**src/rtl/uart_pkg.sv**
```systemverilog
// Shared encodings and default parameters for the UART with transmit/receive FIFOs.
package uart_pkg;

    typedef enum logic [1:0] {
        STATE_IDLE  = 2'd0,
        STATE_START = 2'd1,
        STATE_DATA  = 2'd2,
        STATE_STOP  = 2'd3
    } uart_state_e;

    localparam int DEFAULT_CLKS_PER_BIT = 217;
    localparam int DEFAULT_FIFO_DEPTH   = 16;

endpackage

```
**src/rtl/uart_sync_fifo.sv**
```systemverilog
// Single-clock FIFO with first-word-fall-through read and registered full/empty flags.
module uart_sync_fifo #(
    parameter int DATA_W     = 8,
    parameter int FIFO_DEPTH = 16
) (
    input  logic              clk,
    input  logic              rst,
    input  logic              wr_en,
    input  logic [DATA_W-1:0] wr_data,
    input  logic              rd_en,
    output logic [DATA_W-1:0] rd_data,
    output logic              full,
    output logic              empty
);

    localparam int AW    = $clog2(FIFO_DEPTH);
    localparam int CNT_W = AW + 1;

    logic [DATA_W-1:0] mem_q [FIFO_DEPTH];

    logic [AW-1:0]    wr_ptr_q, wr_ptr_d;
    logic [AW-1:0]    rd_ptr_q, rd_ptr_d;
    logic [CNT_W-1:0] count_q, count_d;
    logic             full_q, full_d;
    logic             empty_q, empty_d;
    logic             do_wr;
    logic             do_rd;

    always_comb begin
        do_wr    = wr_en && !full_q;
        do_rd    = rd_en && !empty_q;
        wr_ptr_d = wr_ptr_q;
        rd_ptr_d = rd_ptr_q;
        count_d  = count_q;
        if (do_wr) begin
            wr_ptr_d = wr_ptr_q + AW'(1);
        end
        if (do_rd) begin
            rd_ptr_d = rd_ptr_q + AW'(1);
        end
        if (do_wr && !do_rd) begin
            count_d = count_q + CNT_W'(1);
        end else if (do_rd && !do_wr) begin
            count_d = count_q - CNT_W'(1);
        end
        full_d  = (count_d == CNT_W'(FIFO_DEPTH));
        empty_d = (count_d == '0);
    end

    always_ff @(posedge clk) begin
        if (rst) begin
            wr_ptr_q <= '0;
            rd_ptr_q <= '0;
            count_q  <= '0;
            full_q   <= 1'b0;
            empty_q  <= 1'b1;
        end else begin
            wr_ptr_q <= wr_ptr_d;
            rd_ptr_q <= rd_ptr_d;
            count_q  <= count_d;
            full_q   <= full_d;
            empty_q  <= empty_d;
        end
    end

    // Storage carries no reset; the empty flag masks stale contents.
    always_ff @(posedge clk) begin
        if (do_wr) begin
            mem_q[wr_ptr_q] <= wr_data;
        end
    end

    assign rd_data = empty_q ? '0 : mem_q[rd_ptr_q];
    assign full    = full_q;
    assign empty   = empty_q;

endmodule

```
**src/rtl/uart_with_fifo_top.sv**
```systemverilog
// 8N1 UART: host bytes go through a TX FIFO to the serialiser; the deserialiser
// fills an RX FIFO that the host reads first-word-fall-through.
module uart_with_fifo_top
    import uart_pkg::*;
#(
    parameter int CLKS_PER_BIT = DEFAULT_CLKS_PER_BIT,
    parameter int FIFO_DEPTH   = DEFAULT_FIFO_DEPTH,
    parameter int DATA_W       = 8
) (
    input  logic              clk,
    input  logic              rst,
    input  logic [DATA_W-1:0] tx_data,
    input  logic              tx_wr_en,
    input  logic              rx_rd_en,
    input  logic              rx,
    output logic              tx,
    output logic [DATA_W-1:0] rx_data,
    output logic              tx_fifo_full,
    output logic              rx_fifo_empty
);

    localparam int CW = $clog2(CLKS_PER_BIT);
    localparam int BW = $clog2(DATA_W);
    localparam logic [CW-1:0] CNT_LAST  = CW'(CLKS_PER_BIT - 1);
    localparam logic [CW-1:0] HALF_LAST = CW'(CLKS_PER_BIT / 2 - 1);
    localparam logic [BW-1:0] BIT_LAST  = BW'(DATA_W - 1);

    logic [DATA_W-1:0] tx_head;
    logic              tx_fifo_empty;
    logic              tx_pop;
    logic              rx_fifo_full;
    logic              rx_push;

    uart_state_e       tx_state_q, tx_state_d;
    logic [CW-1:0]     tx_cnt_q, tx_cnt_d;
    logic [BW-1:0]     tx_bit_q, tx_bit_d;
    logic [DATA_W-1:0] tx_shreg_q, tx_shreg_d;
    logic              tx_q, tx_d;

    logic              rx_s1_q, rx_s1_d;
    logic              rx_s2_q, rx_s2_d;
    uart_state_e       rx_state_q, rx_state_d;
    logic [CW-1:0]     rx_cnt_q, rx_cnt_d;
    logic [BW-1:0]     rx_bit_q, rx_bit_d;
    logic [DATA_W-1:0] rx_shreg_q, rx_shreg_d;

    uart_sync_fifo #(
        .DATA_W     (DATA_W),
        .FIFO_DEPTH (FIFO_DEPTH)
    ) u_tx_fifo (
        .clk     (clk),
        .rst     (rst),
        .wr_en   (tx_wr_en),
        .wr_data (tx_data),
        .rd_en   (tx_pop),
        .rd_data (tx_head),
        .full    (tx_fifo_full),
        .empty   (tx_fifo_empty)
    );

    uart_sync_fifo #(
        .DATA_W     (DATA_W),
        .FIFO_DEPTH (FIFO_DEPTH)
    ) u_rx_fifo (
        .clk     (clk),
        .rst     (rst),
        .wr_en   (rx_push),
        .wr_data (rx_shreg_q),
        .rd_en   (rx_rd_en),
        .rd_data (rx_data),
        .full    (rx_fifo_full),
        .empty   (rx_fifo_empty)
    );

    always_comb begin
        tx_state_d = tx_state_q;
        tx_cnt_d   = tx_cnt_q;
        tx_bit_d   = tx_bit_q;
        tx_shreg_d = tx_shreg_q;
        tx_pop     = 1'b0;
        unique case (tx_state_q)
            STATE_IDLE: begin
                if (!tx_fifo_empty) begin
                    tx_pop     = 1'b1;
                    tx_shreg_d = tx_head;
                    tx_cnt_d   = '0;
                    tx_state_d = STATE_START;
                end
            end
            STATE_START: begin
                if (tx_cnt_q == CNT_LAST) begin
                    tx_cnt_d   = '0;
                    tx_bit_d   = '0;
                    tx_state_d = STATE_DATA;
                end else begin
                    tx_cnt_d = tx_cnt_q + CW'(1);
                end
            end
            STATE_DATA: begin
                if (tx_cnt_q == CNT_LAST) begin
                    tx_cnt_d   = '0;
                    tx_shreg_d = tx_shreg_q >> 1;
                    if (tx_bit_q == BIT_LAST) begin
                        tx_state_d = STATE_STOP;
                    end else begin
                        tx_bit_d = tx_bit_q + BW'(1);
                    end
                end else begin
                    tx_cnt_d = tx_cnt_q + CW'(1);
                end
            end
            STATE_STOP: begin
                if (tx_cnt_q == CNT_LAST) begin
                    tx_cnt_d = '0;
                    // Chain straight into the next start bit so queued bytes leave no idle gap.
                    if (!tx_fifo_empty) begin
                        tx_pop     = 1'b1;
                        tx_shreg_d = tx_head;
                        tx_state_d = STATE_START;
                    end else begin
                        tx_state_d = STATE_IDLE;
                    end
                end else begin
                    tx_cnt_d = tx_cnt_q + CW'(1);
                end
            end
            default: tx_state_d = STATE_IDLE;
        endcase
        // Line level follows the next state so tx is glitch-free and aligned with the state register.
        unique case (tx_state_d)
            STATE_START: tx_d = 1'b0;
            STATE_DATA:  tx_d = tx_shreg_d[0];
            default:     tx_d = 1'b1;
        endcase
    end

    always_comb begin
        rx_s1_d    = rx;
        rx_s2_d    = rx_s1_q;
        rx_state_d = rx_state_q;
        rx_cnt_d   = rx_cnt_q;
        rx_bit_d   = rx_bit_q;
        rx_shreg_d = rx_shreg_q;
        rx_push    = 1'b0;
        unique case (rx_state_q)
            STATE_IDLE: begin
                if (!rx_s2_q) begin
                    rx_cnt_d   = '0;
                    rx_state_d = STATE_START;
                end
            end
            STATE_START: begin
                if (rx_cnt_q == HALF_LAST) begin
                    rx_cnt_d   = '0;
                    rx_bit_d   = '0;
                    rx_state_d = rx_s2_q ? STATE_IDLE : STATE_DATA;
                end else begin
                    rx_cnt_d = rx_cnt_q + CW'(1);
                end
            end
            STATE_DATA: begin
                if (rx_cnt_q == CNT_LAST) begin
                    rx_cnt_d   = '0;
                    rx_shreg_d = {rx_s2_q, rx_shreg_q[DATA_W-1:1]};
                    if (rx_bit_q == BIT_LAST) begin
                        rx_state_d = STATE_STOP;
                    end else begin
                        rx_bit_d = rx_bit_q + BW'(1);
                    end
                end else begin
                    rx_cnt_d = rx_cnt_q + CW'(1);
                end
            end
            STATE_STOP: begin
                if (rx_cnt_q == CNT_LAST) begin
                    rx_cnt_d   = '0;
                    rx_push    = rx_s2_q && !rx_fifo_full;
                    rx_state_d = STATE_IDLE;
                end else begin
                    rx_cnt_d = rx_cnt_q + CW'(1);
                end
            end
            default: rx_state_d = STATE_IDLE;
        endcase
    end

    always_ff @(posedge clk) begin
        if (rst) begin
            tx_state_q <= STATE_IDLE;
            tx_cnt_q   <= '0;
            tx_bit_q   <= '0;
            tx_shreg_q <= '0;
            tx_q       <= 1'b1;
            rx_s1_q    <= 1'b1;
            rx_s2_q    <= 1'b1;
            rx_state_q <= STATE_IDLE;
            rx_cnt_q   <= '0;
            rx_bit_q   <= '0;
            rx_shreg_q <= '0;
        end else begin
            tx_state_q <= tx_state_d;
            tx_cnt_q   <= tx_cnt_d;
            tx_bit_q   <= tx_bit_d;
            tx_shreg_q <= tx_shreg_d;
            tx_q       <= tx_d;
            rx_s1_q    <= rx_s1_d;
            rx_s2_q    <= rx_s2_d;
            rx_state_q <= rx_state_d;
            rx_cnt_q   <= rx_cnt_d;
            rx_bit_q   <= rx_bit_d;
            rx_shreg_q <= rx_shreg_d;
        end
    end

    assign tx = tx_q;

endmodule

```
**config.mk**
```make
export PLATFORM = sky130hd
export DESIGN_NAME = uart_with_fifo_top
export DESIGN_NICKNAME = d
export VERILOG_FILES = /design/src/rtl/uart_pkg.sv /design/src/rtl/uart_sync_fifo.sv /design/src/rtl/uart_with_fifo_top.sv
export SDC_FILE = /design/constraint.sdc
export NUM_CORES = 1
export LEC_CHECK = 0
export CAP_MARGIN = 5
export CORE_ASPECT_RATIO = 1.75
export CORE_MARGIN = 3
export CORE_UTILIZATION = 40
export CTS_CLUSTER_SIZE = 12
export DETAILED_ROUTE_END_ITERATION = 8
export GPL_ROUTABILITY_DRIVEN = 0
export SLEW_MARGIN = 20
export SYNTH_ARGS = -nofsm -noshare
export SYNTH_HDL_FRONTEND = slang
export SYNTH_HIERARCHICAL = 1
export SYNTH_SLANG_ARGS = --single-unit
```
**constraint.sdc**
```tcl
create_clock -name clk -period 7.65 [get_ports clk]
set_clock_uncertainty 0.05 [all_clocks]
set_input_delay 1.53 -clock clk [delete_from_list [all_inputs] [get_ports clk]]
set_output_delay 1.53 -clock clk [all_outputs]
set_load 0.03 [all_outputs]
```
==> results.tsv, run 1 <==
metric	value	unit
status	complete, no violations	
maxCapViolCount	0	
cts_hold_buf	0	
dp_hpwl	19000	µm
cts.sinks	339	
fin_crit_sh	0.594	
final_cell_mix	edfxtp_1, nor2_1, dfxtp_1	
io_pins	24	
mostFrequentLayoutCell	edfxtp_1	
diodes	0	
ant_nets	0	
drive_above_1_share	0.122	
dp.cells	1363	
cp_slowest_cell	dfxtp_4	
htreeDepth	2	
instances_no_fill	1425	
dp_slack	3.27	ns
die_w	148	µm
grt_pass1_wl	44200	µm
cts_root_buf	clkbuf_16	
gr-total-overflow	0	
ctsLongestPathBuffers	3	
synth.distinct_cells	64	
grt_max_degree	68	
numCtsBuffers	35	
via_count	7602	
wl_per_cell	20.1	µm
final-hold-violation-count	0	
nFillCells	3091	
yosysSeqAreaShare	0.660	
clk_pin_slew_worst_paths	0.06	ns
cp_top_family	flip-flops	
cts_tree	done	
cp_max_fo	32	
vias_per_cell	5.33	
setup_tns	0	ns
cp.required	6.07	ns
worstSkewPairLatency	0.52	ns
synth_nets	958	
relSlewSlack	0.314	
worstHoldPathType	flop to flop	
ys.warnings.count	6	
yosys.area.top_type_share	0.542	
synth_area	14200	µm²
rsz0062_at_grt	false	
dr.pass1.iters	5	
cp_num_buf_inv	1	
ys_async_sr_fraction	0	
dieArea	37800	µm²
drc	0	
worst_setup_path_end_kind	output pin	
nNetsFinal	980	
cts.repair.resized	0	
power.total	4.18	mW
reg2reg_slack	4.37	ns
io_buffers	23	
fmax	220	MHz
synth_seq_cells	339	
critPathKind	flop to output pin	
initial_core_util	0.409	
syn_to_final_growth	11.6	%
drtIter0Drc	454	
path_cells	mux4_1, a22oi_1, a21oi_1, clkdlybuf4s50_1	
crit_path_max_incr_delay	0.72	ns
cellPowerDensity	264	nW/µm²
drt-total-wl	28600	µm
peakVddDrop	0.000206	V
cts_setup_buffers	0	
synth_ff_type	edfxtp_1	
tightest_slew	1.03	ns
finalSetupViolCount	0	
cp_data_arrival_time	2.96	ns
antenna_found_initial	0	
rows	90	
grt_usage	0.152	
hold_ws	0.358	ns
grt_pass1_vias	7739	
critPathLaunchType	flop	
synth_edf_count	256	
leakage	5.17	nW
drv_slew	0	
syn_area_per_cell	15.4	µm²
layout_setup_ws	3.11	ns
yosys.area.top_type	edfxtp_1	
die_h	255	µm
post-route-min-period	4.54	ns
synthCells	918	
core_region_area	34700	µm²
synth_area_leaders	edfxtp_1, dfxtp_1, mux4_2, mux4_1, nor2_1	
==> per-layer routing <==
layer	up-vias	track usage	wire length [µm]
met2	126	0.303	16700
met3	47	0.0207	831
met4	0	0.0520	784
met1	3842	0.163	10300
li1	3587	-	-
met5	-	0	0
==> cell type report <==
cell class | count | area [µm²] | area share
inverter | 20 | 75.1 | 0.00474
sequential | 339 | 9350 | 0.591
timing repair buffer | 31 | 285 | 0.0180
multi-input combinational | 513 | 4490 | 0.284
tap | 460 | 576 | 0.0364
clock buffer | 56 | 965 | 0.0610
clock inverter | 6 | 80.1 | 0.00506
==> metrics by stage <==
| step | area, µm² | util |
|---|---|---|
| 2_1_floorplan | 14200 | - |
| 3_3_place_gp | 14800 | 0.425 |
| 3_5_place_dp | 14800 | 0.426 |
| 4_1_cts | 15800 | 0.456 |
| 5_1_grt | 15800 | 0.456 |
| 6_report | 15800 | 0.456 |
==> state kept, by name (all words and copies together), names as in the netlist, 5 cells and up, named ones only <==
register,flops
rx_cnt_q,8
rx_shreg_q,8
tx_cnt_q,8
tx_shreg_q,8
u_rx_fifo/count_q,5
u_rx_fifo/mem_q,128
u_tx_fifo/count_q,5
u_tx_fifo/mem_q,128
==> final timing paths <==
kind	startpoint	cells after the start	end
max reg2reg	tx_cnt_q[0]	10	u_tx_fifo/empty
min	rx_s1_q	1	rx_s2_q
max	flop	4	rx_data[7]
min reg2reg	rx_s1_q	1	rx_s2_q
==> report_power, final <==
| part | leakage (nW) | internal [mW] | switching [mW] |
|---|---|---|---|
| logic | 1.65 | 0.238 | 0.278 |
| registers | 3.02 | 2.01 | 0.0721 |
| clock network | 0.500 | 0.904 | 0.672 |
| total | 5.17 | 3.15 | 1.02 |
==> Yosys cell counts, drive strengths merged (9+ instances only) <==
cell type / instances
ha: 27
nand2b: 13
clkbuf: 18
dfxtp: 83
a22oi: 39
nor3: 20
edfxtp: 256
nand2: 46
inv: 20
nand4: 9
mux4: 64
xor2: 13
o21ai: 16
nor2: 93
and3: 13
buf: 28
mux2i: 18
a21oi: 42
xnor2: 10
nor2b: 15
nand3: 12
==> logic make-up (layout without fill, tap and decap cells) <==
group                      Yosys count  after routing  share of synthesized area
xor gates and xnor gates            23             23                     0.0142
muxes                               82             82                      0.122
buffers and inverters               66            113                     0.0256
AOI/OAI and AO/OA                  128            128                     0.0629
DFF                                339            339                      0.660
adders and majority gates           27             27                     0.0238
and+or+nand+nor                    253            253                     0.0921
(Power assumes the default switching activity.)
==> inputs of run 2 (changes only) <==
==> constraint.sdc (replaced) <==
create_clock -name clk -period 4.35 [get_ports clk]
set_clock_uncertainty 0.05 [all_clocks]
set_input_delay 0.87 -clock clk [delete_from_list [all_inputs] [get_ports clk]]
set_output_delay 0.87 -clock clk [all_outputs]
set_load 0.03 [all_outputs]
==> results.tsv, run 2 (same netlist as run 1, synthesis figures left out) <==
metric	value	unit
die_h	255	µm
diodes	0	
post-route-min-period	3.97	ns
cts.repair.resized	0	
dp_slack	0.904	ns
grt_usage	0.150	
dp_hpwl	18900	µm
dr.pass1.iters	5	
cts_setup_buffers	0	
worstHoldPathType	flop to flop	
ant_nets	0	
vias_per_cell	5.30	
drv_slew	0	
cts_tree	done	
relSlewSlack	0.337	
final-hold-violation-count	0	
critPathLaunchType	flop	
grt_pass1_wl	44300	µm
leakage	5.24	nW
dpl_cell_area	14900	µm²
io_buffers	23	
clk_pin_slew_worst_paths	0.06	ns
numCtsBuffers	35	
worst_setup_path_end_kind	output pin	
rows	90	
power.total	7.36	mW
cellPowerDensity	462	nW/µm²
tightest_slew	0.992	ns
cp_max_fo	32	
setup_tns	0	ns
fin_area	15900	µm²
wl_per_cell	19.5	µm
io_pins	24	
cp.required	3.43	ns
reg_top3	u_rx_fifo/mem_q (128), u_tx_fifo/mem_q (128)	
power_frac_comb	0.128	
fin_crit_sh	0.913	
mostFrequentLayoutCell	edfxtp_1	
dieArea	37800	µm²
cp_data_arrival_time	3.05	ns
fmax	252	MHz
peakVddDrop	0.000333	V
die_w	148	µm
drt-total-wl	28100	µm
htreeDepth	2	
nFillCells	3126	
antenna_found_initial	0	
worstSkewPairLatency	0.52	ns
via_count	7643	
ctsLongestPathBuffers	3	
power_switching	1.79	mW
internal-power	5.57	mW
cts.sinks	339	
clkPwrFrac	0.378	
layout_setup_ws	0.380	ns
grt_max_degree	33	
grt_pass1_vias	8056	
nNetsFinal	995	
critPathKind	flop to output pin	
status	complete, no violations	
finalSetupViolCount	0	
maxCapViolCount	0	
core_region_area	34700	µm²
initial_core_util	0.409	
gr-total-overflow	0	
hold_ws	0.362	ns
cts_root_buf	clkbuf_16	
p_sw_frac	0.244	
syn_to_final_growth	12.5	%
cts_hold_buf	0	
pwr-share-seq	0.494	
drive_above_1_share	0.133	
drtIter0Drc	391	
rsz0062_at_grt	false	
final_cell_mix	edfxtp_1, nor2_1, dfxtp_1	
drc	0	
==> run 2: changes by cell type in the layout (fill, tap and decap cells not counted), moves of 2 or more <==
cell | before | now
buf_4 | 8 | 22
clkbuf_8 | 1 | 3
nor3_1 | 11 | 15
nor3_2 | 7 | 3
==> run 2: cell type report <==
cell class / count / area, µm² / share of cell area
flip-flops and latches: 339 / 9350 / 0.587
well taps: 460 / 576 / 0.0361
inverters: 20 / 75.1 / 0.00471
clock buffers: 58 / 1010 / 0.0636
clock inverters: 6 / 46.3 / 0.00290
repair buffers: 46 / 410 / 0.0257
multi-input cells: 513 / 4470 / 0.280
==> run 2: stage by stage <==
stage                util  instances
floorplan               -        918
global placement    0.429       1378
detailed placement  0.429       1378
CTS                 0.460       1442
global route        0.460       1442
finish              0.460       1442
==> run 2: worst max-delay path, stage by stage (launching register included) <==
cell and delay, ns:
dfxtp_2 0.31, buf_4 0.47, mux4_2 0.58, a22oi_1 0.39, a21oi_1 0.16, clkdlybuf4s50_1 0.63
==> run 2: worst paths after layout <==
check              endpoint  slack [ns]  depth (start not counted)     startpoint
min reg2reg         rx_s2_q        0.36                          1        rx_s1_q
max reg2reg  u_tx_fifo/full        1.31                          9  tx_state_q[1]
max              rx_data[7]        0.38                          5           flop
min                 rx_s2_q        0.36                          1        rx_s1_q
==> run 2: power by group through the flow <==
stage               logic [mW]  clock network (mW)  registers (mW)
floorplan                0.751                   0            3.67
detailed placement       0.949                   0            3.71
global route              1.03                2.99            3.65
CTS                      0.955                2.87            3.64
global placement         0.936                   0            3.71
finish                   0.941                2.78            3.64
==> run 2: per-layer routing <==
| layer | share of wire | track usage |
|---|---|---|
| met1 | 0.36 | 0.154 |
| met2 | 0.59 | 0.310 |
| met3 | 0.029 | 0.0213 |
| met4 | 0.018 | 0.0431 |
| met5 | 0 | 0 |
==> inputs of run 3 (changes only) <==
--- a/config.mk
+++ b/config.mk
@@ -9,9 +9,9 @@
 export CORE_ASPECT_RATIO = 1.75
 export CORE_MARGIN = 3
 export CORE_UTILIZATION = 40
-export CTS_CLUSTER_SIZE = 12
 export DETAILED_ROUTE_END_ITERATION = 8
 export GPL_ROUTABILITY_DRIVEN = 0
+export MAX_ROUTING_LAYER = met4
 export SLEW_MARGIN = 20
 export SYNTH_ARGS = -nofsm -noshare
 export SYNTH_HDL_FRONTEND = slang
==> results.tsv, run 3 (same netlist as run 1, synthesis figures left out) <==
metric	value	unit
reg2reg_slack	1.32	ns
cts_root_buf	clkbuf_16	
p_sw_frac	0.243	
initial_core_util	0.409	
fin_crit_sh	0.915	
final_cell_mix	edfxtp_1, nor2_1, dfxtp_1	
peakVddDrop	0.000376	V
final-hold-violation-count	0	
leakage	5.21	nW
reg_top3	u_rx_fifo/mem_q (128), u_tx_fifo/mem_q (128)	
mostFrequentLayoutCell	edfxtp_1	
core_region_area	34700	µm²
layout_setup_ws	0.370	ns
clk_pin_slew_worst_paths	0.07	ns
drv_slew	0	
cp_max_fo	32	
drive_above_1_share	0.137	
drc	0	
wl_per_cell	19.4	µm
worstHoldPathType	flop to flop	
tightest_slew	0.994	ns
status	complete, no violations	
internal-power	5.47	mW
numCtsBuffers	30	
drt-total-wl	27900	µm
cts_tree	done	
power_switching	1.76	mW
diodes	0	
grt_pass1_wl	44100	µm
cts.repair.resized	0	
maxCapViolCount	0	
setup_tns	0	ns
grt_pass1_vias	7939	
die_h	255	µm
rows	90	
critPathKind	flop to output pin	
via_count	7613	
worst_setup_path_end_kind	output pin	
cts_setup_buffers	0	
rsz0062_at_grt	false	
nFillCells	3120	
gr-total-overflow	0	
power_frac_comb	0.130	
finalSetupViolCount	0	
clkPwrFrac	0.367	
relSlewSlack	0.335	
critPathLaunchType	flop	
drtIter0Drc	399	
fmax	251	MHz
cp.required	3.43	ns
cts_hold_buf	0	
nNetsFinal	990	
io_buffers	23	
io_pins	24	
dp_hpwl	18900	µm
grt_max_degree	33	
pwr-share-seq	0.503	
cp_data_arrival_time	3.06	ns
syn_to_final_growth	12.0	%
grt_usage	0.154	
cellPowerDensity	456	nW/µm²
hp-start	rx_s1_q	
worstSkewPairLatency	0.56	ns
antenna_found_initial	0	
post-route-min-period	3.98	ns
die_w	148	µm
dieArea	37800	µm²
dr.pass1.iters	4	
r2r_start	tx_state_q[1]	
cts.sinks	339	
dp_slack	0.904	ns
ctsLongestPathBuffers	3	
vias_per_cell	5.31	
htreeDepth	1	
ant_nets	0	
[run 3: cell types whose count changed in the layout (fill, tap and decap cells not counted)]
cell,previous run,this run
clkinv_4,1,0
bufinv_16,0,3
inv_6,1,0
clkbuf_16,36,30
clkinvlp_2,0,1
clkinv_2,1,3
clkinvlp_4,0,3
clkbuf_1,19,6
clkinv_1,2,5
inv_4,0,1
[run 3: final cells by class]
| type | instances | area [µm²] | share of cell area |
|---|---|---|---|
| flip-flops and latches | 339 | 9350 | 0.589 |
| well taps | 460 | 576 | 0.0363 |
| inverters | 20 | 75.1 | 0.00473 |
| multi-input cells | 513 | 4470 | 0.282 |
| clock buffers | 39 | 815 | 0.0513 |
| clock inverters | 17 | 174 | 0.0110 |
| repair buffers | 46 | 410 | 0.0259 |
[run 3: final timing paths]
kind | endpoint | cells past startpoint
max | rx_data[7] | 5
min | rx_s2_q | 1
max reg2reg | u_tx_fifo/full | 9
min reg2reg | rx_s2_q | 1
[run 3: per-layer routing]
layer,global-route usage,wire length (µm)
met1,0.155,10200
met2,0.309,16400
met3,0.0184,666
met4,0.0417,575
met5,-,0
[run 3: critical path, cell delays in order (launching register included)]
cell and delay (ns):
dfxtp_2 0.31, buf_4 0.47, mux4_1 0.63, a22oi_1 0.30, a21oi_1 0.15, clkdlybuf4s50_1 0.63
[run 3: power by group through the flow]
stage | combinational [mW] | clock, mW | sequential (mW)
after detailed placement | 0.949 | 0 | 3.71
after global placement | 0.936 | 0 | 3.71
after global routing | 1.03 | 2.88 | 3.65
after floorplan | 0.751 | 0 | 3.67
after CTS | 0.954 | 2.74 | 3.64
final | 0.941 | 2.65 | 3.64
[run 3: metrics by stage]
step | cell area, µm² | power (mW) | hold WS (ns) | util | instances
floorplan | 14200 | 4.43 | 0.339 | - | 918
global placement | 14900 | 4.64 | 0.342 | 0.429 | 1378
detailed placement | 14900 | 4.66 | 0.352 | 0.429 | 1378
CTS | 15900 | 7.34 | 0.370 | 0.458 | 1434
global route | 15900 | 7.55 | 0.382 | 0.458 | 1434
finish | 15900 | 7.23 | 0.368 | 0.458 | 1434
==> edit 1: new RTL, settings of run 2 <==
Add an input register stage for `rx`, cleared by the reset; this delays it by one clock. The other inputs are not delayed to match.
--- a/src/rtl/uart_with_fifo_top.sv
+++ b/src/rtl/uart_with_fifo_top.sv
@@ -27,2 +27,12 @@
 
+    logic rx_q;
+
+    always_ff @(posedge clk) begin
+        if (rst) begin
+            rx_q <= '0;
+        end else begin
+            rx_q <= rx;
+        end
+    end
+
     logic [DATA_W-1:0] tx_head;
@@ -137,3 +147,3 @@
     always_comb begin
-        rx_s1_d    = rx;
+        rx_s1_d    = rx_q;
         rx_s2_d    = rx_s1_q;
Formal check against the unedited RTL: no difference found for any inputs over 10 cycles, from zero or initial values and one cycle with rst high; that may be too few to reach the edited logic, so the function may still have changed.
==> edit 1 against run 2 <==
Sequential cell count up 1. Routed wire length is 1.2% lower. Sequential power about the same. Worst setup slack improved by 0.29 ns. Critical endpoint is now rx_data[1]. Cell count down 0.49%. Design area hardly changed. Power decreased by 0.20%. Register-to-register slack got worse by 0.07 ns. Area after synthesis down 0.29%.
==> edit 1: results (changes against run 2) <==
- Status: finished, final reports clean
- Fillers: 3145 (+0.61%)
- Cells after Synth: 907 (-1.2%)
- R2R Path End: u_tx_fifo/empty$_SDFF_PP1_
- Hold Startpoint: rx_q$_SDFF_PP0_
- Hold EP: rx_s1_q$_SDFF_PP1_
- Vias in the first global route: 8069 (+0.16%)
- Slew @ Worst Pin: 0.949 ns (-0.0428 ns)
- Worst hold margin: 0.369 ns (+0.00724 ns)
- Net Sw Frac: 24.5% (+0.17 points)
- Largest stage delay, worst path: 0.67 ns (+0.04 ns)
- Post-route insts no fill: 1435 (-0.49%)
- Seq/Total Area, Yosys: 66.3% (+0.33 points)
- Worst R2R Setup Slack: 1.24 ns (-0.07 ns)
- Critical Path Sink: rx_data[1]
- Final core occ: 45.9% (about the same)
- Routed len/inst: 19.3 um (-0.74%)
- Slowest cell on crit path: mux4_1
- Via count: 7630 (-0.17%)
- Post-synthesis net count: 947 (-1.1%)
- R2R cell count: 10 (+1)
- Dominant cells by area after synthesis: edfxtp_1 54%, dfxtp_1 12%, mux4_2 5.7%
- Placement Setup Slack: 1.21 ns (+0.303 ns)
- Yosys cell types: 63 (-1.6%)
- Fin nets: 988 (-0.70%)
- VDD IR max: 0.347 mV (+4.1%)
- GRT Overall Usage: 15.0% (about the same)
- First-pass GRT wire length: 44200 um (-0.17%)
- Placement-stage cell area: 14900 sq um (about the same)
- Largest net degree at the start of global routing: 45 (+36%)
- Layout cells sized above 1: 13.1% (-0.21 points)
- Comb group: 946 uW (+0.5%)
- Worst reg2reg startpoint: tx_cnt_q[0]$_SDFFE_PP0P_
-- edit 1: layer usage --
layer	GRT usage, %	share of wire [%]	vias up
met5	0	0	-
met4	4.41	2.1	0
met3	2.29	2.7	46
met2	31.0	60	116
met1	15.2	35	3857
li1	-	-	3611
-- edit 1: area by class of cell --
cell class / instances / area share (%)
inverters: 22 / 0.518
repair buffers: 49 / 2.72
clock buffers: 59 / 6.20
multi-input cells: 500 / 27.7
well taps: 460 / 3.61
clock inverters: 5 / 0.424
flip-flops and latches: 340 / 58.8
-- edit 1: cell families after synthesis --
group                      count (synthesis)  synth area share [%]
muxes                                     82                  12.2
adders and majority gates                 27                  2.39
xor gates and xnor gates                  26                  1.61
buffers and inverters                     67                  2.50
and+or+nand+nor                          241                  8.60
DFF                                      340                  66.3
AOI/OAI and AO/OA                        124                  6.40
-- edit 1: critical path, delay by kind of cell, from the launching register on --
family,cells,cell delay [ns]
AOI/OAI and AO/OA,2,0.32
buffers and inverters,2,0.87
DFF,1,0.34
muxes,1,0.67
==> edit 2: new RTL, flow settings as in run 2 <==
Without the edit above. `DATA_W` is set to 8 in 2 places; all go to 16.
--- a/src/rtl/uart_sync_fifo.sv
+++ b/src/rtl/uart_sync_fifo.sv
@@ -2,3 +2,3 @@
 module uart_sync_fifo #(
-    parameter int DATA_W     = 8,
+    parameter int DATA_W     = 16,
     parameter int FIFO_DEPTH = 16
--- a/src/rtl/uart_with_fifo_top.sv
+++ b/src/rtl/uart_with_fifo_top.sv
@@ -7,3 +7,3 @@
     parameter int FIFO_DEPTH   = DEFAULT_FIFO_DEPTH,
-    parameter int DATA_W       = 8
+    parameter int DATA_W       = 16
 ) (
Interface: changed (resized rx_data and tx_data); port bits go from 24 to 40. The function was not compared with the original's and may differ.
==> edit 2 against run 2 <==
Sequential cell count increased by 274. Area after synthesis increased by 74%. Critical path type unchanged. Power increased by 78%. Die area increased by 71%. Combinational power increased by 92%. Critical endpoint is now rx_data[10]. Routed wire length increased by 83%. Worst setup slack improved by 0.046 ns. Largest cell class unchanged. Design area increased by 76%. Via count increased by 65%.
==> edit 2: results (changes against run 2) <==
- Worst-Skew Late Latency: 0.60 ns (+0.08 ns)
- CTS Root Buffer Type: clkbuf_16
- VDD IR max: 0.361 mV (+8.2%)
- Pre-antenna DRT Iters: 4 (-1)
- Clock transition at path regs: 0.06 ns (about the same)
- Post-CTS Setup Bufs: 0 (unchanged)
- Top sig layer: met4
- 1st-iter DRT viols: 708 (+81%)
- Post-synth top cells: 512 x edfxtp_1, 114 x mux4_2, 110 x nor2_1
- Maximum buffer depth of the clock tree: 3 (unchanged)
- Max-slew violations: 0 (unchanged)
- First-pass GRT wire length: 78800 um (+78%)
- Diode count: 0 (unchanged)
- CTS H-tree depth: 2 (unchanged)
- Fin nets: 1525 (+53%)
- Vias in the first global route: 13400 (+66%)
- Dominant cells by area after synthesis: edfxtp_1 62%, mux4_2 10%, dfxtp_1 8.2%
- Largest net degree at the start of global routing: 63 (+91%)
- Resized Gates After CTS: 0 (unchanged)
- Hold Startpoint: rx_s1_q$_SDFF_PP1_
- Vias/cell: 5.43 (+2.5%)
- Crit path launch type: flop
- Placement Setup Slack: 1.01 ns (+0.101 ns)
- Fillers: 5107 (+63%)
- PortBufs: 39 (+70%)
- Status: finished, final reports clean
- Hold Crit Class: reg2reg
- Post-synth EDFFs: 512 (+100%)
- Seq/Total Area, Yosys: 70.5% (+4.6 points)
- Worst reg2reg startpoint: rx_cnt_q[0]$_SDFFE_PP0P_
- Largest stage delay, worst path: 0.60 ns (-0.03 ns)
- Antenna violations before repair: 0 (unchanged)
- Top flop regs: u_rx_fifo/mem_q: 256 flops, u_tx_fifo/mem_q: 256 flops
- Design area: 28000 sq um (+76%)
- Yosys cell types: 77 (+20%)
- Post-synthesis net count: 1435 (+50%)
- Met2 Routed Length: 30000 um (+80%)
- Family with the most delay on the worst path: buffers and inverters
- Peak fanout along the critical path: 24 (-25%)
- DRT Wirelength: 51400 um (+83%)
- Layout cells sized above 1: 20.7% (+7.4 points)
- GRT Overall Usage: 15.7% (+0.68 points)
- Wire length on met3: 1620 um (+100%)
- Yosys Warn Count: 6 (unchanged)
- Static Leakage: 0.00881 uW (+68%)
- Placement-stage cell area: 26200 sq um (+76%)
- Asr flop ratio synth: 0% (unchanged)
- Detail Placement HPWL: 33500 um (+78%)
- Metal-1 WL: 18100 um (+80%)
- TritonCTS buffer count: 59 (+69%)
- CP Data Arrival Time: 3.00 ns (-0.05 ns)
- Slew @ Worst Pin: 1.12 ns (+0.123 ns)
- Slowest cell on crit path: clkdlybuf4s50_1
edit 2: cell count changes in the layout (fill, tap and decap cells not counted), sizes merged, moves of 18 or more:
cell    change
mux2i      +45
edfxtp    +256
o22ai      +18
clkbuf     +45
buf        +42
mux4       +64
dfxtp      +18
edit 2: path summary, 6_finish.rpt:
path	to	slack, ns	cells past startpoint
max	rx_data[10]	0.43	5
min	rx_s2_q$_SDFF_PP1_	0.37	1
max reg2reg	u_rx_fifo/mem_q[13][8]$_DFFE_PP_	1.01	9
min reg2reg	rx_s2_q$_SDFF_PP1_	0.37	1
edit 2: layer usage:
metal,GRT usage [%],up-vias
met5,0,-
met4,5.56,0
met3,1.91,93
met2,31.9,238
met1,16.4,6516
li1,-,5730
edit 2: power breakdown:
part / switching (uW) / internal (uW)
logic: 954 / 860
clock network: 2070 / 2610
registers: 183 / 6440
total: 3210 / 9910
edit 2: kinds of logic after synthesis:
group | after synthesis | synth area share (%)
AO/OA/AOI/OAI | 178 | 5.06
XOR/XNOR | 22 | 0.812
adder cells (fa/ha/maj) | 26 | 1.32
buffers and inverters | 98 | 2.24
flip-flops | 613 | 70.5
multiplexers | 191 | 14.5
AND/OR/NAND/NOR | 260 | 5.57
edit 2: stage by stage:
stage          std cells  hold WS, ns
2_1_floorplan       1388        0.339
3_3_place_gp        2203        0.349
3_5_place_dp        2203        0.350
4_1_cts             2315        0.368
5_1_grt             2315        0.405
6_report            2315        0.371
edit 2: worst reg2reg max path, stage by stage, from the launching register on:
cell,delay [ns]
dfxtp_1,0.33
inv_1,0.08
ha_1,0.14
nand4_1,0.13
or4_4,0.49
nor4b_1,0.43
nor2b_4,0.39
nand2_1,0.22
nor2_2,0.39
buf_4,0.33
edit 2: cell type report:
type                    count  area share (%)
clock buffers             103            6.01
multi-input cells         677            24.4
inverters                  23           0.308
repair buffers            104            3.40
clock inverters             9           0.228
flip-flops and latches    613            62.2
well taps                 786            3.51
